$ cat src/rtl/uart_rx_fsm_if.sv
`default_nettype none
// uart_rx_fsm_if: signal bundle between the UART receive control FSM and its datapath/checkers.
// Rev 1.0
interface uart_rx_fsm_if #(
  parameter int PRESCALE_W = 6
);
  logic                  rx_in;
  logic [PRESCALE_W-1:0] prescale;
  logic                  par_en;
  logic                  strt_glitch;
  logic                  par_err;
  logic                  stp_err;
  logic [PRESCALE_W-1:0] edge_cnt;
  logic [3:0]            bit_cnt;
  logic                  dat_samp_en;
  logic                  strt_chk_en;
  logic                  par_chk_en;
  logic                  stp_chk_en;
  logic                  deser_en;
  logic                  data_valid;
  logic                  frame_err;
  logic                  parity_err;

  modport master (
    input  rx_in, prescale, par_en, strt_glitch, par_err, stp_err,
    output edge_cnt, bit_cnt, dat_samp_en, strt_chk_en, par_chk_en, stp_chk_en,
           deser_en, data_valid, frame_err, parity_err
  );

  modport slave (
    output rx_in, prescale, par_en, strt_glitch, par_err, stp_err,
    input  edge_cnt, bit_cnt, dat_samp_en, strt_chk_en, par_chk_en, stp_chk_en,
           deser_en, data_valid, frame_err, parity_err
  );
endinterface
`default_nettype wire

$ cat src/rtl/uart_rx_fsm.sv
`default_nettype none
// uart_rx_fsm: UART receive control FSM with oversampling edge/bit counters and result pulses.
// Rev 1.0
module uart_rx_fsm #(
  parameter int DATA_W     = 8,
  parameter int PRESCALE_W = 6
) (
  input  wire logic     clk,
  input  wire logic     rst_n,
  uart_rx_fsm_if.master bus
);
  localparam logic [PRESCALE_W-1:0] c_one       = PRESCALE_W'(1);
  localparam logic [PRESCALE_W-1:0] c_two       = PRESCALE_W'(2);
  localparam logic [PRESCALE_W-1:0] c_min_p     = PRESCALE_W'(4);
  localparam logic [PRESCALE_W-1:0] c_reset_p   = PRESCALE_W'(8);
  localparam logic [3:0]            c_last_data = 4'(DATA_W);

  typedef enum logic [2:0] {
    S_IDLE   = 3'd0,
    S_START  = 3'd1,
    S_DATA   = 3'd2,
    S_PARITY = 3'd3,
    S_STOP   = 3'd4
  } state_t;

  state_t                r_state;
  state_t                w_next;
  logic [PRESCALE_W-1:0] r_edge;
  logic [PRESCALE_W-1:0] r_p;
  logic [PRESCALE_W-1:0] w_p_even;
  logic [PRESCALE_W-1:0] w_p_new;
  logic [3:0]            r_bit;
  logic                  r_perr;
  logic                  r_dv;
  logic                  r_fe;
  logic                  r_pe;
  logic                  w_last;
  logic                  w_mid;
  logic                  w_samp;
  logic                  w_strt;
  logic                  w_deser;
  logic                  w_par;
  logic                  w_stp;

  // Odd ratios are rounded down so the mid-bit decode stays symmetric.
  assign w_p_even = {bus.prescale[PRESCALE_W-1:1], 1'b0};
  assign w_p_new  = (w_p_even < c_min_p) ? c_min_p : w_p_even;
  assign w_last   = (r_edge == (r_p - c_one));
  assign w_mid    = (r_edge == (r_p - c_two));

  always_ff @(posedge clk or negedge rst_n) begin
    if (!rst_n) r_state <= S_IDLE;
    else        r_state <= w_next;
  end

  always_comb begin
    w_next  = r_state;
    w_samp  = 1'b0;
    w_strt  = 1'b0;
    w_deser = 1'b0;
    w_par   = 1'b0;
    w_stp   = 1'b0;
    case (r_state)
      S_IDLE: begin
        if (!bus.rx_in) w_next = S_START;
      end
      S_START: begin
        w_samp = 1'b1;
        w_strt = w_mid;
        if (w_last) w_next = bus.strt_glitch ? S_IDLE : S_DATA;
      end
      S_DATA: begin
        w_samp  = 1'b1;
        w_deser = w_mid;
        if (w_last && (r_bit == c_last_data)) w_next = bus.par_en ? S_PARITY : S_STOP;
      end
      S_PARITY: begin
        w_samp = 1'b1;
        w_par  = w_mid;
        if (w_last) w_next = S_STOP;
      end
      S_STOP: begin
        w_samp = 1'b1;
        w_stp  = w_mid;
        if (w_last) w_next = S_IDLE;
      end
      default: w_next = S_IDLE;
    endcase
  end

  // The IDLE->START cycle is edge 0 of the start bit, so counting resumes at 1.
  always_ff @(posedge clk or negedge rst_n) begin
    if (!rst_n) begin
      r_edge <= '0;
      r_bit  <= 4'd0;
      r_p    <= c_reset_p;
    end else if (r_state == S_IDLE) begin
      r_bit <= 4'd0;
      if (!bus.rx_in) begin
        r_edge <= c_one;
        r_p    <= w_p_new;
      end else begin
        r_edge <= '0;
      end
    end else if (w_next == S_IDLE) begin
      r_edge <= '0;
      r_bit  <= 4'd0;
    end else if (w_last) begin
      r_edge <= '0;
      r_bit  <= r_bit + 4'd1;
    end else begin
      r_edge <= r_edge + c_one;
    end
  end

  always_ff @(posedge clk or negedge rst_n) begin
    if (!rst_n) begin
      r_perr <= 1'b0;
      r_dv   <= 1'b0;
      r_fe   <= 1'b0;
      r_pe   <= 1'b0;
    end else begin
      r_dv <= 1'b0;
      r_fe <= 1'b0;
      r_pe <= 1'b0;
      if ((r_state == S_PARITY) && w_last) r_perr <= bus.par_err;
      if ((r_state == S_STOP) && w_last) begin
        r_dv   <= !bus.stp_err && !r_perr;
        r_fe   <= bus.stp_err;
        r_pe   <= r_perr;
        r_perr <= 1'b0;
      end
    end
  end

  assign bus.edge_cnt    = r_edge;
  assign bus.bit_cnt     = r_bit;
  assign bus.dat_samp_en = w_samp;
  assign bus.strt_chk_en = w_strt;
  assign bus.deser_en    = w_deser;
  assign bus.par_chk_en  = w_par;
  assign bus.stp_chk_en  = w_stp;
  assign bus.data_valid  = r_dv;
  assign bus.frame_err   = r_fe;
  assign bus.parity_err  = r_pe;
endmodule
`default_nettype wire

$ cat src/flat_wrapper.sv
// flat-port wrapper written by rule: the top's interface ports become plain ports
module uart_rx_fsm_flat 
#(
  parameter int DATA_W     = 8,
  parameter int PRESCALE_W = 6
)
  (clk, rst_n, bus_rx_in, bus_prescale, bus_par_en, bus_strt_glitch, bus_par_err, bus_stp_err, bus_edge_cnt, bus_bit_cnt, bus_dat_samp_en, bus_strt_chk_en, bus_par_chk_en, bus_stp_chk_en, bus_deser_en, bus_data_valid, bus_frame_err, bus_parity_err);
  uart_rx_fsm_if #(.PRESCALE_W(PRESCALE_W)) bus_i ();
  input  wire logic clk;
  input  wire logic rst_n;
  input wire logic [$bits(bus_i.rx_in)-1:0] bus_rx_in;
  input wire logic [$bits(bus_i.prescale)-1:0] bus_prescale;
  input wire logic [$bits(bus_i.par_en)-1:0] bus_par_en;
  input wire logic [$bits(bus_i.strt_glitch)-1:0] bus_strt_glitch;
  input wire logic [$bits(bus_i.par_err)-1:0] bus_par_err;
  input wire logic [$bits(bus_i.stp_err)-1:0] bus_stp_err;
  output wire logic [$bits(bus_i.edge_cnt)-1:0] bus_edge_cnt;
  output wire logic [$bits(bus_i.bit_cnt)-1:0] bus_bit_cnt;
  output wire logic [$bits(bus_i.dat_samp_en)-1:0] bus_dat_samp_en;
  output wire logic [$bits(bus_i.strt_chk_en)-1:0] bus_strt_chk_en;
  output wire logic [$bits(bus_i.par_chk_en)-1:0] bus_par_chk_en;
  output wire logic [$bits(bus_i.stp_chk_en)-1:0] bus_stp_chk_en;
  output wire logic [$bits(bus_i.deser_en)-1:0] bus_deser_en;
  output wire logic [$bits(bus_i.data_valid)-1:0] bus_data_valid;
  output wire logic [$bits(bus_i.frame_err)-1:0] bus_frame_err;
  output wire logic [$bits(bus_i.parity_err)-1:0] bus_parity_err;
  assign bus_i.rx_in = bus_rx_in;
  assign bus_i.prescale = bus_prescale;
  assign bus_i.par_en = bus_par_en;
  assign bus_i.strt_glitch = bus_strt_glitch;
  assign bus_i.par_err = bus_par_err;
  assign bus_i.stp_err = bus_stp_err;
  assign bus_edge_cnt = bus_i.edge_cnt;
  assign bus_bit_cnt = bus_i.bit_cnt;
  assign bus_dat_samp_en = bus_i.dat_samp_en;
  assign bus_strt_chk_en = bus_i.strt_chk_en;
  assign bus_par_chk_en = bus_i.par_chk_en;
  assign bus_stp_chk_en = bus_i.stp_chk_en;
  assign bus_deser_en = bus_i.deser_en;
  assign bus_data_valid = bus_i.data_valid;
  assign bus_frame_err = bus_i.frame_err;
  assign bus_parity_err = bus_i.parity_err;
  uart_rx_fsm #(.DATA_W(DATA_W), .PRESCALE_W(PRESCALE_W)) u_core (.clk(clk), .rst_n(rst_n), .bus(bus_i));
endmodule
$ cat config.mk
export PLATFORM = sky130hd
export DESIGN_NAME = uart_rx_fsm_flat
export DESIGN_NICKNAME = d
export VERILOG_FILES = /design/src/rtl/uart_rx_fsm_if.sv /design/src/rtl/uart_rx_fsm.sv /design/src/flat_wrapper.sv
export SDC_FILE = /design/constraint.sdc
export NUM_CORES = 1
export LEC_CHECK = 0
export ABC_AREA = 1
export BUFFER_PORTS_ARGS = -buffer_cell sky130_fd_sc_hd__buf_4
export CELL_PAD_IN_SITES_DETAIL_PLACEMENT = 1
export CELL_PAD_IN_SITES_GLOBAL_PLACEMENT = 1
export CORE_MARGIN = 5
export CORE_UTILIZATION = 36
export CTS_BUF_LIST = sky130_fd_sc_hd__clkbuf_8
export DETAILED_ROUTE_END_ITERATION = 6
export MAX_ROUTING_LAYER = met4
export PLACE_DENSITY = 0.85
export SETUP_SLACK_MARGIN = 0.05
export SLEW_MARGIN = 20
export SYNTH_ARGS = -nofsm -noshare
export SYNTH_HDL_FRONTEND = slang
export SYNTH_SLANG_ARGS = --single-unit
$ cat constraint.sdc
create_clock -name clk -period 1.89 [get_ports clk]
set_input_delay 0.0945 -clock clk [delete_from_list [all_inputs] [get_ports clk]]
set_output_delay 0.0945 -clock clk [all_outputs]
set_load 0.005 [all_outputs]
## Word-level counts from Yosys, hierarchy flattened

Index checks and enable logic that the tools add are counted.

- Register bits after elaboration: 23
- Output and inout port bits: 18

- $add $sub $neg: 4
- Order comparisons: 1
- Eq/ne operators: 7
- Muxes and demuxes: 26
- Bitwise logic cells: 1
- Reductions and logical operators: 12

Operators with widths:

| operator | count |
|---|---|
| 6-bit two-way mux | 4 |
| 3-bit two-way mux | 6 |
| 3-bit one-hot mux with 5 select lines | 1 |
| 6-bit equality test | 2 |
| 4-bit two-way mux | 3 |
| 1-bit two-way mux | 11 |
| 6-bit by 1-bit adder with 6-bit output, second input constant | 1 |
| 3-bit by 2-bit equality test with 1-bit output, second input constant | 2 |
| 3-bit logical NOT | 2 |
| 6-bit by 3-bit < comparator with 1-bit output, second input constant | 1 |
| 6-bit by 1-bit subtractor with 6-bit output, second input constant | 1 |
| 6-bit by 2-bit subtractor with 6-bit output, second input constant | 1 |
| 4-bit by 1-bit adder with 4-bit output, second input constant | 1 |
| 4-bit equality test, second input constant | 1 |
| 1-bit logical AND | 4 |
| 4-bit OR reduction | 1 |
| 3-bit by 1-bit equality test with 1-bit output, second input constant | 1 |
| 3-bit equality test, second input constant | 1 |
| 3-bit nonzero test | 1 |
| 1-bit logical NOT | 2 |
| 2-bit two-way mux | 1 |
| 2-bit AND reduction | 1 |
| 2-bit nonzero test | 1 |
| 1-bit NOT | 1 |

## Logic depth before layout (Yosys ltp)

Gate-level depths: netlist of the first run.

- Depth after elaboration: 8
- Gate-level depth with buffers: 15

## Worst setup path before layout of the first run

No wires, ideal clock.

- Kind: flip-flop to flip-flop
- Start: register u_core.r_p[1]
- End: register u_core.r_bit[0] (netlist: u_core.bus.bit_cnt[0])
- Library setup time: 0.120 ns
- Arrival: 1.755 ns
- Data required time: 1.770 ns
- Slack: 0.015 ns
- Cell stages (with the launch flop): 15
- Buffers on the path: 0
- Clock period less this slack: 1.875 ns
- Path through: dfrtp_1 -> inv_2 -> ha_1 -> nand2_1 -> inv_1 -> nor2_2 -> nand3_1 -> nor2_4 -> nand2_4 -> nand2_1 -> nand2_1 -> nor2_2 -> nand3_4 -> nand2_4 -> nor2_2

- Word-level cells in the longest chain between the ends: 8

RTL lines:

| item | RTL line | text |
|---|---|---|
| from (decl) | uart_rx_fsm.sv:29 | `logic [PRESCALE_W-1:0] r_p;` |
| from (signal assigned) | uart_rx_fsm.sv:96 | `r_p <= c_reset_p;` |
| from (signal assigned) | uart_rx_fsm.sv:101 | `r_p <= w_p_new;` |
| 6-bit by 1-bit subtractor with 6-bit output * | uart_rx_fsm.sv:48 | `assign w_last = (r_edge == (r_p - c_one));` |
| 6-bit equality test * | uart_rx_fsm.sv:48 |  |
| 1-bit logical AND | uart_rx_fsm.sv:75 | `if (w_last && (r_bit == c_last_data)) w_next = bus.par_en ? S_PARITY : S_STOP;` |
| 3-bit two-way mux | uart_rx_fsm.sv:75 |  |
| 3-bit one-hot mux with 5 select lines | uart_rx_fsm.sv:63 | `case (r_state)` |
| 3-bit logical NOT | uart_rx_fsm.sv:105 | `end else if (w_next == S_IDLE) begin` |
| 4-bit two-way mux | uart_rx_fsm.sv:105 |  |
| 4-bit two-way mux | uart_rx_fsm.sv:97 | `end else if (r_state == S_IDLE) begin` |
| to (signal assigned) | uart_rx_fsm.sv:110 | `r_bit <= r_bit + 4'd1;` |
| to (decl) | uart_rx_fsm.sv:32 | `logic [3:0] r_bit;` |

Mark *: on every way between the ends. The rest lies on a longest branch, timed or not.
A chain may end at the register's enable or synchronous reset.

## Worst setup path in the final report of the first run

- Start: register u_core.r_p[1]
- End: register u_core.r_edge[3] (netlist: u_core.bus.edge_cnt[3])

- Word-level cells in the longest chain between the ends: 8

RTL lines:

| item | RTL line | text |
|---|---|---|
| 6-bit by 1-bit subtractor with 6-bit output * | uart_rx_fsm.sv:48 |  |
| 6-bit equality test * | uart_rx_fsm.sv:48 |  |
| 1-bit logical AND | uart_rx_fsm.sv:75 |  |
| 3-bit two-way mux | uart_rx_fsm.sv:75 |  |
| 3-bit one-hot mux with 5 select lines | uart_rx_fsm.sv:63 |  |
| 3-bit logical NOT | uart_rx_fsm.sv:105 |  |
| 6-bit two-way mux * | uart_rx_fsm.sv:105 |  |
| 6-bit two-way mux * | uart_rx_fsm.sv:97 |  |
| to (signal assigned) | uart_rx_fsm.sv:100 | `r_edge <= c_one;` |
| to (signal assigned) | uart_rx_fsm.sv:112 | `r_edge <= r_edge + c_one;` |
| to (decl) | uart_rx_fsm.sv:28 | `logic [PRESCALE_W-1:0] r_edge;` |

Marked as above.

==> results of run 1 <==
[synthesized netlist by cell type, types with 2 or more instances]
| master | number |
|---|---|
| sky130_fd_sc_hd__nand2_1 | 47 |
| sky130_fd_sc_hd__inv_1 | 31 |
| sky130_fd_sc_hd__nor2_1 | 27 |
| sky130_fd_sc_hd__dfrtp_1 | 21 |
| sky130_fd_sc_hd__nand3_1 | 10 |
| sky130_fd_sc_hd__nor2_2 | 9 |
| sky130_fd_sc_hd__o21ai_0 | 7 |
| sky130_fd_sc_hd__ha_1 | 4 |
| sky130_fd_sc_hd__nand2_2 | 4 |
| sky130_fd_sc_hd__xor2_1 | 4 |
| sky130_fd_sc_hd__nor2_4 | 3 |
| sky130_fd_sc_hd__nor3_1 | 3 |
| sky130_fd_sc_hd__inv_2 | 2 |
| sky130_fd_sc_hd__nand2_4 | 2 |
| sky130_fd_sc_hd__nand4_1 | 2 |
| sky130_fd_sc_hd__nor3b_1 | 2 |
[routing by layer]
metal	vias to the layer above	GRT usage	wire [um]
li1	703	-	-
met1	758	0.243	2100
met2	56	0.304	2630
met3	15	0.0234	246
met4	0	0.0471	125
met5	-	-	0
[sequential cells by signal, indices dropped and copies added, names as in the netlist]
signal	count
u_core.bus.bit_cnt	4
u_core.bus.data_valid	1
u_core.bus.edge_cnt	6
u_core.bus.frame_err	1
u_core.bus.parity_err	1
u_core.r_p	5
u_core.r_perr	1
u_core.r_state	3
[where the power goes]
part	switching, mW	total [mW]	internal [mW]	leakage [nW]
clock network	0.173	0.360	0.186	0.0288
logic	1.14	2.05	0.903	0.752
registers	0.163	0.779	0.616	0.286
total	1.48	3.19	1.70	1.07
[cell families after synthesis]
group	after synthesis	synth area share
fa+ha+maj	4	0.0353
simple gates	115	0.405
flops	22	0.389
compound gates	10	0.0450
xor+xnor	5	0.0309
buf+inv	34	0.0952
[per-stage QoR]
step	cell area (sq um)	TNS [ns]	util	setup slack, ns	total power, mW
6_report	2120	-1.72	0.567	-0.148	3.19
5_1_grt	2120	-3.84	0.567	-0.246	3.40
4_1_cts	2010	-0.846	0.536	-0.0916	2.92
3_5_place_dp	1820	-1.19	0.485	-0.141	2.32
3_3_place_gp	1820	-0.114	0.485	-0.0275	2.23
2_1_floorplan	1440	0	-	0.0531	1.73
[timing repair]
item / in CTS / in global routing
hold buffers: 2 / 0
setup endpoints to repair: 18 / 21
gates resized for setup: 23 / 22
setup buffers: 6 / 9
pin swaps: 12 / 11
cloned: 0 / 0
hold endpoints to repair: 23 / 0
[final timing paths]
path	to	slack (ns)
setup / recovery	u_core.bus.edge_cnt[3]$_DFF_PN0_	-0.15
hold / removal	u_core.r_p[4]$_DFFE_PN0P_	0.06
setup reg to reg	u_core.bus.edge_cnt[3]$_DFF_PN0_	-0.15
hold reg to reg	u_core.bus.data_valid$_DFF_PN0_	0.45
max in group asynchronous	u_core.r_p[3]$_DFFE_PN1P_	1.36
min in group asynchronous	u_core.r_p[5]$_DFFE_PN0P_	0.25
[worst register-to-register path, delay by kind of cell (launching register included)]
family / cells / cell delay [ns]
and+or+nand+nor: 10 / 0.97
DFF: 1 / 0.39
buffers and inverters: 4 / 0.39
adders and majority gates: 1 / 0.21
[area by class of cell]
type                            count  area (sq um)  area share
Timing Repair Buffer               57           455       0.214
Clock buffer                        4          55.1      0.0259
Inverter                           33           126      0.0595
Tap cell                           48          60.1      0.0283
Multi-Input combinational cell    134           875       0.412
Sequential cell                    22           552       0.260
==> summary.txt, run 1 <==
RUN STATUS
-------------------------------------------------------------------------------------------------
Run status                                                                           finished with violations
Violations in the final reports                                                      setup timing

CRITICAL PATH
-------------------------------------------------------------------------------------------------
Launching element of the worst setup path                                            u_core.r_p[1]$_DFFE_PN0P_
Startpoint class of the critical path                                                        flop
Category of the worst setup path capture point                                               flop
CP dominant cell by count                                                            sky130_fd_sc_hd__nor2_4
Highest fanout seen on the critical path                                                        7
Largest delay contributor family on the critical path                                simple AND/OR/NAND/NOR gates
Crit path max-delay cell type                                                        sky130_fd_sc_hd__dfrtp_1
Critical setup path kind                                                               reg -> reg
Biggest cell delay along the critical path                                                0.39 ns
CP Depth                                                                                       15
Cells along the critical path                                                        inv_2, ha_4, nand2_2, inv_2, nor2_4, nand3_2, buf_6, nor2_4, buf_4, nand3_1, nand3_2, nor2_4, nand3_4, nand2_1, nor2_1
Worst endpoint data arrival time                                                          2.23 ns
Required @ worst endpoint                                                                 2.08 ns
Worst path buffer plus inverter count                                                           4
Reg-to-reg startpoint                                                                u_core.r_p[1]$_DFFE_PN0P_
Number of cell instances on the worst register-to-register path                                15

YOSYS
-------------------------------------------------------------------------------------------------
Post-synth top area share                                                                   0.370
Cell type with the highest aggregate area in the netlist                             sky130_fd_sc_hd__dfrtp_1
Number of distinct library cell variants in the gate-level netlist after synthesis             28
Number of warnings printed during yosys synthesis                                               0
Syn_nets                                                                                      207
Number of flops mapped to enable cells by yosys                                                 0
Asr flop ratio synth                                                                         1.00
Cell area after technology mapping                                                   0.00142 sq mm
Largest cells by area after synthesis                                                sky130_fd_sc_hd__dfrtp_1 (37%), sky130_fd_sc_hd__nand2_1 (12%), sky130_fd_sc_hd__inv_1 (8.2%)
Most used flip-flop cell after synthesis                                             sky130_fd_sc_hd__dfrtp_1
Synthesis-stage register bit count                                                             22
Synthesized instance count                                                                    190
Sequential share of the synthesized area                                                    0.389
Post-Syn Area per Cell                                                                 7.47 sq um

PLACED DESIGN
-------------------------------------------------------------------------------------------------
Count of input and output buffers                                                              29
Placed Cells                                                                                  280
Routability Congestion                                                                      0.779
Placed wire-length estimate after detailed placement                                      3210 um

POWER AND IR DROP
-------------------------------------------------------------------------------------------------
Power density over cell area                                                         1500 mW/mm^2
Leak pwr                                                                                  1.07 nW
Peak supply drop                                                                         0.532 mV

STA
-------------------------------------------------------------------------------------------------
Slew at the pin with the worst max-slew slack                                            0.656 ns
Setup-failing EPs final                                                                        19
Layout Skew                                                                            0.00103 ns
Worst relative slew slack                                                                   0.559
Shortest period the worst path allows                                                     2.04 ns
Worst hold slack after final layout                                                     0.0592 ns
Final Cycle Share                                                                            1.08
Pins Over Slew Limit                                                                            0
Number of endpoints with negative hold slack in the final report                                0
Unrepaired setup endpoints after global routing                                               yes
Fmax                                                                                    0.491 GHz
Minimum setup slack in the final design                                                 -0.148 ns

DETAILED ROUTING
-------------------------------------------------------------------------------------------------
Post-DRT Antenna Nets                                                                           0
Vias per std cell                                                                            5.14
Routed via count                                                                             1532
DRC errors left                                                                                 0
DRT Wirelength                                                                            5110 um
Number of search-and-repair iterations in the first detailed-routing pass                       4
WL per Instance                                                                           17.1 um
Starting DRC count in detailed routing                                                         73

JOB
-------------------------------------------------------------------------------------------------
Max-cap viol count                                                                              0

FLOORPLAN
-------------------------------------------------------------------------------------------------
Die outline height                                                                        72.8 um
Die Outline Area                                                                     0.00530 sq mm
Core Box Area                                                                        0.00374 sq mm
Placement Rows                                                                                 22
Die width                                                                                 72.8 um
Number of primary I/O pins                                                                     31
Effective utilization at floorplan                                                          0.379

CELLS AND AREA
-------------------------------------------------------------------------------------------------
Finished Layout Cells                                                                         298
# nets final                                                                                  268
Fill cell total of the finished layout                                                        475
Fraction of layout instances using a drive strength above 1                                 0.460
Commonest non-fill, non-tap cells in the layout                                      sky130_fd_sc_hd__buf_4 (49), sky130_fd_sc_hd__nand2_1 (38), sky130_fd_sc_hd__inv_1 (26)
Most common cell after layout, fill and taps aside                                   sky130_fd_sc_hd__buf_4
Diodes inserted                                                                                 0
Signed area change from the synthesized netlist to the final layout                         49.6%

CLOCKING
-------------------------------------------------------------------------------------------------
Number of buffers between clock root and the deepest sink                                       2
Root Buffer Master                                                                   sky130_fd_sc_hd__clkbuf_8
Register clock-pin slew on the reported worst setup and hold paths                        0.09 ns
TritonCTS clock tree                                                                        built
Clock net sink count                                                                           22
Num CTS Buffers                                                                                 3
Clk_lat worst skew                                                                        0.27 ns
Count of H-tree levels built during CTS                                                         1

GRT
-------------------------------------------------------------------------------------------------
Initial antenna violation count                                                                 0
Vias in the first global route                                                               1564
Grt total ovfl                                                                                  0
Pin count of the biggest net entering global routing                                           23
GRT Total Usage                                                                             0.186
Wire length of the first global-routing pass                                              7490 um

HOLD PATH
-------------------------------------------------------------------------------------------------
Worst min-delay path category                                                           in -> reg
Instance count along the most critical hold path                                                3
Hold_sp                                                                              bus_prescale[4]

No activity file was read; power rests on OpenSTA's default activity.
==> run 2: changes to the inputs <==
--- a/config.mk
+++ b/config.mk
@@ -14,7 +14,7 @@
 export CTS_BUF_LIST = sky130_fd_sc_hd__clkbuf_8
 export DETAILED_ROUTE_END_ITERATION = 6
 export MAX_ROUTING_LAYER = met4
-export PLACE_DENSITY = 0.85
+export PLACE_DENSITY_LB_ADDON = 0.1
 export SETUP_SLACK_MARGIN = 0.05
 export SLEW_MARGIN = 20
 export SYNTH_ARGS = -nofsm -noshare
==> run 2 against run 1 <==
  * The flow still finishes with violations (setup timing)
  * Worst hold slack got worse by 0.013 ns
  * Sequential power fell by 1%
  * Combinational power is 14% lower
  * Clock skew up 0.0020 ns
  * Utilization decreased by 3.1 points
  * Routed wire length down 19%
  * Non-clock buffer count down 7
  * Clock power fell by 14%
  * First-iteration DRC count decreased by 59%
  * Critical endpoint is now u_core.bus.bit_cnt[3]$_DFFE_PN0P_
==> summary.txt, run 2 (synthesis results as in run 1) <==
CRITICAL PATH
----------------------------------------------------------------------------------------
Required @ worst endpoint                                                        2.06 ns   -0.02 ns
Startpoint class of the critical path                                               flop
Biggest cell delay along the critical path                                       0.40 ns   about the same
Cells along the critical path                                               inv_2, ha_4, nand2_2, inv_2, nor2_4, nand4_1, nor2_4, buf_6, a21oi_4, nor2_4, nand3_4, nand2_4, nor2_2
Highest fanout seen on the critical path                                               7   unchanged
Number of cell instances on the worst register-to-register path                       13   -2
CP dominant cell by count                                                   sky130_fd_sc_hd__nor2_4
Worst endpoint data arrival time                                                 2.15 ns   -0.08 ns
Category of the worst setup path capture point                                      flop
CP Depth                                                                              13   -2
Critical setup path kind                                                      reg -> reg
Crit path max-delay cell type                                               sky130_fd_sc_hd__dfrtp_1
Worst path buffer plus inverter count                                                  3   -1
Largest delay contributor family on the critical path                       simple AND/OR/NAND/NOR gates

STA
----------------------------------------------------------------------------------------
Fmax                                                                           0.505 GHz   +2.9%
Final Cycle Share                                                                   1.05   -0.0305
Setup-failing EPs final                                                               12   -7
Pins Over Slew Limit                                                                   0   unchanged
Layout Skew                                                                   0.00307 ns   +0.00204 ns
Number of endpoints with negative hold slack in the final report                       0   unchanged
Slew at the pin with the worst max-slew slack                                   0.437 ns   -0.219 ns
Unrepaired setup endpoints after global routing                                      yes
Worst relative slew slack                                                          0.706   +0.147
Shortest period the worst path allows                                            1.98 ns   -0.0576 ns
Setup total negative slack                                                     -0.639 ns   +1.08 ns
Worst hold slack after final layout                                            0.0462 ns   -0.0130 ns
Minimum setup slack in the final design                                       -0.0899 ns   +0.0576 ns

FLOORPLAN
----------------------------------------------------------------------------------------
Die Outline Area                                                            0.00530 sq mm   unchanged
Placement Rows                                                                        22   unchanged
Die outline height                                                               72.8 um   unchanged
Core Box Area                                                               0.00374 sq mm   unchanged
Effective utilization at floorplan                                                 0.379   unchanged
Die width                                                                        72.8 um   unchanged
Number of primary I/O pins                                                            31   unchanged

CLOCKING
----------------------------------------------------------------------------------------
Clk_lat worst skew                                                               0.27 ns   about the same
Register clock-pin slew on the reported worst setup and hold paths               0.08 ns   about the same
Root Buffer Master                                                          sky130_fd_sc_hd__clkbuf_8
TritonCTS clock tree                                                               built
Num CTS Buffers                                                                        3   unchanged
Number of buffers between clock root and the deepest sink                              2   unchanged
Count of H-tree levels built during CTS                                                1   unchanged
Clock net sink count                                                                  22   unchanged

DETAILED ROUTING
----------------------------------------------------------------------------------------
Post-DRT Antenna Nets                                                                  0   unchanged
DRC errors left                                                                        0   unchanged
Number of search-and-repair iterations in the first detailed-routing pass              4   unchanged
WL per Instance                                                                  14.2 um   -17%
Routed via count                                                                    1372   -10%
Starting DRC count in detailed routing                                                30   -59%
DRT Wirelength                                                                   4130 um   -19%
Vias per std cell                                                                   4.71   -8.3%

GRT
----------------------------------------------------------------------------------------
Met2 layer usage reported by global route                                          0.298   -0.00601
Routing usage on met3                                                             0.0289   +0.00551
Wire length of the first global-routing pass                                     6890 um   -8.1%
Initial antenna violation count                                                        0   unchanged
GRT Total Usage                                                                    0.170   -0.0154
Vias in the first global route                                                      1545   -1.2%
Pin count of the biggest net entering global routing                                  23   unchanged
Grt total ovfl                                                                         0   unchanged
GRT met1 Usage                                                                     0.197   -0.0460
Layer carrying the most global-route usage                                          met2

PLACED DESIGN
----------------------------------------------------------------------------------------
Placed Cells                                                                         279   -0.36%
Count of input and output buffers                                                     29   unchanged
Placed wire-length estimate after detailed placement                             3160 um   -1.6%
Worst slack after detailed placement                                           -0.169 ns   -0.0275 ns
Routability Congestion                                                             0.830   +6.5%

POWER AND IR DROP
----------------------------------------------------------------------------------------
Power density over cell area                                                1420 mW/mm^2   -5.3%
Peak supply drop                                                                0.651 mV   +22%
Leak pwr                                                                         1.03 nW   -3.6%
Total Power                                                                      2.85 mW   -10%
Switching power of the nets                                                      1.33 mW   -9.9%
Logic pwr share                                                                    0.621   -0.022
Clock share of power                                                               0.109   -0.004
Sequential group share of total power                                              0.270   +0.026
Internal Power                                                                   1.52 mW   -11%
Switching Share                                                                    0.468   +0.00300

CELLS AND AREA
----------------------------------------------------------------------------------------
Fill cell total of the finished layout                                               488   +2.7%
# nets final                                                                         261   -2.6%
Multi-input gate area                                                          836 sq um   -4.4%
Commonest non-fill, non-tap cells in the layout                             sky130_fd_sc_hd__buf_4 (45), sky130_fd_sc_hd__nand2_1 (40), sky130_fd_sc_hd__inv_1 (27)
Max reg flops                                                                          6   unchanged
Most common cell after layout, fill and taps aside                          sky130_fd_sc_hd__buf_4
Area occupied by registers                                                     552 sq um   unchanged
Diodes inserted                                                                        0   unchanged
Signed area change from the synthesized netlist to the final layout                41.5%
Finished Layout Cells                                                                291   -2.3%
Fraction of layout instances using a drive strength above 1                        0.416   -0.0444

HOLD PATH
----------------------------------------------------------------------------------------
Worst min-delay path category                                                  in -> reg
Instance count along the most critical hold path                                       3   unchanged

RUN STATUS
----------------------------------------------------------------------------------------
Run status                                                                  finished with violations
Violations in the final reports                                             setup timing

JOB
----------------------------------------------------------------------------------------
Max-cap viol count                                                                     0   unchanged

==> run 2: stage by stage <==
step / area, sq um / util
after global routing: 2010 / 0.536
after floorplan: 1440 / -
after detailed placement: 1810 / 0.483
final: 2010 / 0.536
after global placement: 1810 / 0.483
after CTS: 1970 / 0.527
==> run 2: worst min-delay path: stages <==
cell and delay [ns]:
sky130_fd_sc_hd__buf_4 0.08, sky130_fd_sc_hd__nand2_1 0.04, sky130_fd_sc_hd__o21ai_0 0.06
==> run 2: timing repair <==
action                                 CTS  global route
endpoints found under the hold margin   23             0
gates resized for setup                 18            11
pin swaps                               12             5
setup endpoints to repair               18            18
buffers inserted                         5             2
hold buffers                             2             0
==> run 2: final cells by class <==
type | instances | area share
clock buffer | 3 | 0.0206
inverter | 33 | 0.0617
sequential | 22 | 0.275
timing repair buffer | 50 | 0.195
clock inverter | 1 | 0.00187
tap | 48 | 0.0299
multi-input combinational | 134 | 0.416
==> run 2: per-layer routing <==
layer,part of all wire,routed length (um),vias up
met4,0.011,47,0
met1,0.42,1750,660
met5,0,0,-
li1,-,-,686
met3,0.039,161,5
met2,0.52,2170,21
==> run 2: path summary, 6_finish.rpt <==
kind                                            from                           endpoint  slack (ns)
max                        u_core.r_p[2]$_DFFE_PN0P_  u_core.bus.bit_cnt[3]$_DFFE_PN0P_       -0.09
min                                  bus_prescale[5]          u_core.r_p[5]$_DFFE_PN0P_        0.05
max reg2reg                u_core.r_p[2]$_DFFE_PN0P_  u_core.bus.bit_cnt[3]$_DFFE_PN0P_       -0.09
min reg2reg                u_core.r_perr$_DFFE_PN0P_    u_core.bus.data_valid$_DFF_PN0_        0.45
max in group asynchronous                      rst_n          u_core.r_p[3]$_DFFE_PN1P_        1.36
min in group asynchronous                      rst_n          u_core.r_p[2]$_DFFE_PN0P_        0.25
==> run 2: power by group through the flow <==
stage                     clock, mW  sequential [mW]  combinational (mW)
after global routing          0.333            0.792                1.96
after detailed placement          0            0.769                1.49
final                         0.311            0.771                1.77
after CTS                     0.318            0.772                1.65
after floorplan                   0            0.750               0.976
after global placement            0            0.760                1.41
==> run 3: changes to the inputs <==
--- a/config.mk
+++ b/config.mk
@@ -12,11 +12,12 @@
 export CORE_MARGIN = 5
 export CORE_UTILIZATION = 36
 export CTS_BUF_LIST = sky130_fd_sc_hd__clkbuf_8
+export CTS_CLUSTER_DIAMETER = 100
 export DETAILED_ROUTE_END_ITERATION = 6
-export MAX_ROUTING_LAYER = met4
 export PLACE_DENSITY_LB_ADDON = 0.1
 export SETUP_SLACK_MARGIN = 0.05
 export SLEW_MARGIN = 20
 export SYNTH_ARGS = -nofsm -noshare
 export SYNTH_HDL_FRONTEND = slang
 export SYNTH_SLANG_ARGS = --single-unit
+export TNS_END_PERCENT = 5
==> run 3 against run 2 <==
  * The run still ends with setup timing left
  * Global-route usage fell by 1.1 points
  * Via count fell by 2.8%
  * Fmax rose by 3.7%
  * First-iteration DRC count fell by 23%
  * Clock skew rose by 0.0047 ns
  * Utilization fell by 0.80 points
  * Combinational power fell by 8%
  * Clock power rose by 43%
  * Largest power group unchanged
==> summary.txt, run 3 (synthesis results as in run 1) <==
RUN STATUS
----------------------------------------------------------------------------------------
Run status                                                                  finished with violations
Violations in the final reports                                             setup timing

CRITICAL PATH
----------------------------------------------------------------------------------------
Startpoint class of the critical path                                               flop
Worst endpoint data arrival time                                                 2.08 ns   -0.07 ns
Number of cell instances on the worst register-to-register path                       13   unchanged
Category of the worst setup path capture point                                      flop
Highest fanout seen on the critical path                                               7   unchanged
Required @ worst endpoint                                                        2.06 ns   about the same
Critical setup path kind                                                      reg -> reg

GRT
----------------------------------------------------------------------------------------
Pin count of the biggest net entering global routing                                  23   unchanged
GRT Total Usage                                                                    0.159   -0.0113
Vias in the first global route                                                      1438   -6.9%
Initial antenna violation count                                                        0   unchanged
Grt total ovfl                                                                         0   unchanged
Wire length of the first global-routing pass                                     6610 um   -4.0%

POWER AND IR DROP
----------------------------------------------------------------------------------------
Clock share of power                                                               0.157   +0.048
Switching Share                                                                    0.442   -0.0262
Peak supply drop                                                                0.643 mV   -1.1%
Switching power of the nets                                                      1.26 mW   -5.9%
Sequential group share of total power                                              0.268   -0.002
Leak pwr                                                                         1.01 nW   -1.5%
Power density over cell area                                                1440 mW/mm^2   +1.2%
Internal Power                                                                   1.59 mW   +4.6%
Logic pwr share                                                                    0.575   -0.046

DETAILED ROUTING
----------------------------------------------------------------------------------------
DRC errors left                                                                        0   unchanged
Routed via count                                                                    1333   -2.8%
DRT Wirelength                                                                   3960 um   -4.3%
WL per Instance                                                                  13.7 um   -3.3%
Vias per std cell                                                                   4.63   -1.8%
Post-DRT Antenna Nets                                                                  0   unchanged
Number of search-and-repair iterations in the first detailed-routing pass              4   unchanged
Starting DRC count in detailed routing                                                23   -23%

STA
----------------------------------------------------------------------------------------
Setup total negative slack                                                    -0.0665 ns   +0.572 ns
Fmax                                                                           0.524 GHz   +3.7%
Shortest period the worst path allows                                            1.91 ns   -0.0699 ns
Setup-failing EPs final                                                                4   -8
Layout Skew                                                                   0.00777 ns   +0.00470 ns
Number of endpoints with negative hold slack in the final report                       0   unchanged
Worst hold slack after final layout                                            0.0516 ns   +0.00545 ns
Final Cycle Share                                                                   1.01   -0.0370
Slew at the pin with the worst max-slew slack                                   0.486 ns   +0.0487 ns
Minimum setup slack in the final design                                       -0.0200 ns   +0.0699 ns
Unrepaired setup endpoints after global routing                                      yes
Pins Over Slew Limit                                                                   0   unchanged
Worst relative slew slack                                                          0.673   -0.0328

JOB
----------------------------------------------------------------------------------------
Max-cap viol count                                                                     0   unchanged

CELLS AND AREA
----------------------------------------------------------------------------------------
Max reg flops                                                                          6   unchanged
Commonest non-fill, non-tap cells in the layout                             sky130_fd_sc_hd__buf_4 (44), sky130_fd_sc_hd__nand2_1 (43), sky130_fd_sc_hd__inv_1 (28)
Most common cell after layout, fill and taps aside                          sky130_fd_sc_hd__buf_4
Finished Layout Cells                                                                288   -1.0%
# nets final                                                                         258   -1.1%
Fraction of layout instances using a drive strength above 1                        0.379   -0.0365
Signed area change from the synthesized netlist to the final layout                39.4%
Diodes inserted                                                                        0   unchanged
Fill cell total of the finished layout                                               484   -0.82%

FLOORPLAN
----------------------------------------------------------------------------------------
Number of primary I/O pins                                                            31   unchanged
Core Box Area                                                               0.00374 sq mm   unchanged
Placement Rows                                                                        22   unchanged
Die Outline Area                                                            0.00530 sq mm   unchanged
Die outline height                                                               72.8 um   unchanged
Die width                                                                        72.8 um   unchanged
Effective utilization at floorplan                                                 0.379   unchanged

HOLD PATH
----------------------------------------------------------------------------------------
Instance count along the most critical hold path                                       3   unchanged
Worst min-delay path category                                                  in -> reg

CLOCKING
----------------------------------------------------------------------------------------
Number of buffers between clock root and the deepest sink                              2   unchanged
Clock net sink count                                                                  22   unchanged
Register clock-pin slew on the reported worst setup and hold paths               0.09 ns   about the same
Count of H-tree levels built during CTS                                                1   unchanged
Clk_lat worst skew                                                               0.27 ns   about the same
Num CTS Buffers                                                                        3   unchanged
TritonCTS clock tree                                                               built
Root Buffer Master                                                          sky130_fd_sc_hd__clkbuf_8

PLACED DESIGN
----------------------------------------------------------------------------------------
Routability Congestion                                                             0.835   +0.63%
Placed Cells                                                                         279   unchanged
Placed wire-length estimate after detailed placement                             3100 um   -1.7%
Count of input and output buffers                                                     29   unchanged

run 3: critical path, stage by stage (launching register included):
cell and delay [ns]:
sky130_fd_sc_hd__dfrtp_1 0.39, sky130_fd_sc_hd__inv_2 0.08, sky130_fd_sc_hd__ha_4 0.20, sky130_fd_sc_hd__nand2_2 0.07
sky130_fd_sc_hd__inv_2 0.04, sky130_fd_sc_hd__nor2_4 0.08, sky130_fd_sc_hd__nand4_1 0.15, sky130_fd_sc_hd__nor2_4 0.19
sky130_fd_sc_hd__buf_6 0.13, sky130_fd_sc_hd__a21oi_4 0.05, sky130_fd_sc_hd__nor2_4 0.11, sky130_fd_sc_hd__nand3_4 0.13
sky130_fd_sc_hd__nand2_4 0.13, sky130_fd_sc_hd__nor2_2 0.04
run 3: final cells by class:
type	count	area, sq um	area share
Clock buffer	3	41.3	0.0209
Clock inverter	1	30.0	0.0152
Inverter	33	124	0.0626
Multi-Input combinational cell	134	810	0.409
Sequential cell	22	552	0.279
Tap cell	48	60.1	0.0304
Timing Repair Buffer	47	362	0.183
run 3: path summary, 6_finish.rpt:
kind	from	end	slack, ns
hold reg to reg	u_core.r_perr$_DFFE_PN0P_	u_core.bus.data_valid$_DFF_PN0_	0.45
max in group asynchronous	rst_n	u_core.r_p[3]$_DFFE_PN1P_	1.36
setup reg to reg	u_core.r_p[2]$_DFFE_PN0P_	u_core.bus.bit_cnt[0]$_DFFE_PN0P_	-0.02
setup / recovery	u_core.r_p[2]$_DFFE_PN0P_	u_core.bus.bit_cnt[0]$_DFFE_PN0P_	-0.02
hold / removal	bus_prescale[5]	u_core.r_p[5]$_DFFE_PN0P_	0.05
min in group asynchronous	rst_n	u_core.bus.edge_cnt[3]$_DFF_PN0_	0.24
run 3: power by group through the flow:
stage | combinational (mW) | clock, mW | sequential, mW
after floorplan | 0.976 | 0 | 0.750
after global placement | 1.41 | 0 | 0.760
after detailed placement | 1.49 | 0 | 0.766
after CTS | 1.61 | 0.455 | 0.765
after global routing | 1.82 | 0.473 | 0.789
final | 1.63 | 0.446 | 0.763
run 3: per-layer routing:
layer	part of all wire	track usage	vias to the layer above	wire length (um)
met5	0	0	-	0
met4	0.0053	0.0246	0	21
met3	0.048	0.0372	4	190
met2	0.53	0.294	23	2100
met1	0.42	0.189	627	1650
li1	-	-	679	-
run 3: what timing repair did:
| item | CTS | global route |
|---|---|---|
| gates resized for setup | 14 | 4 |
| pin swaps | 9 | 4 |
| buffers inserted | 2 | 1 |
| setup endpoints to repair | 18 | 19 |
| hold buffers | 2 | 0 |
| endpoints found under the hold margin | 23 | 0 |
run 3: per-stage QoR:
stage,power [mW],worst slack (ns),instance area [sq um],utilization
floorplan,1.73,0.0531,1440,-
detailed placement,2.25,-0.193,1810,0.483
finish,2.84,-0.0200,1980,0.528
global route,3.09,-0.155,1980,0.528
global placement,2.17,-0.0544,1810,0.483
CTS,2.83,-0.0532,1960,0.522
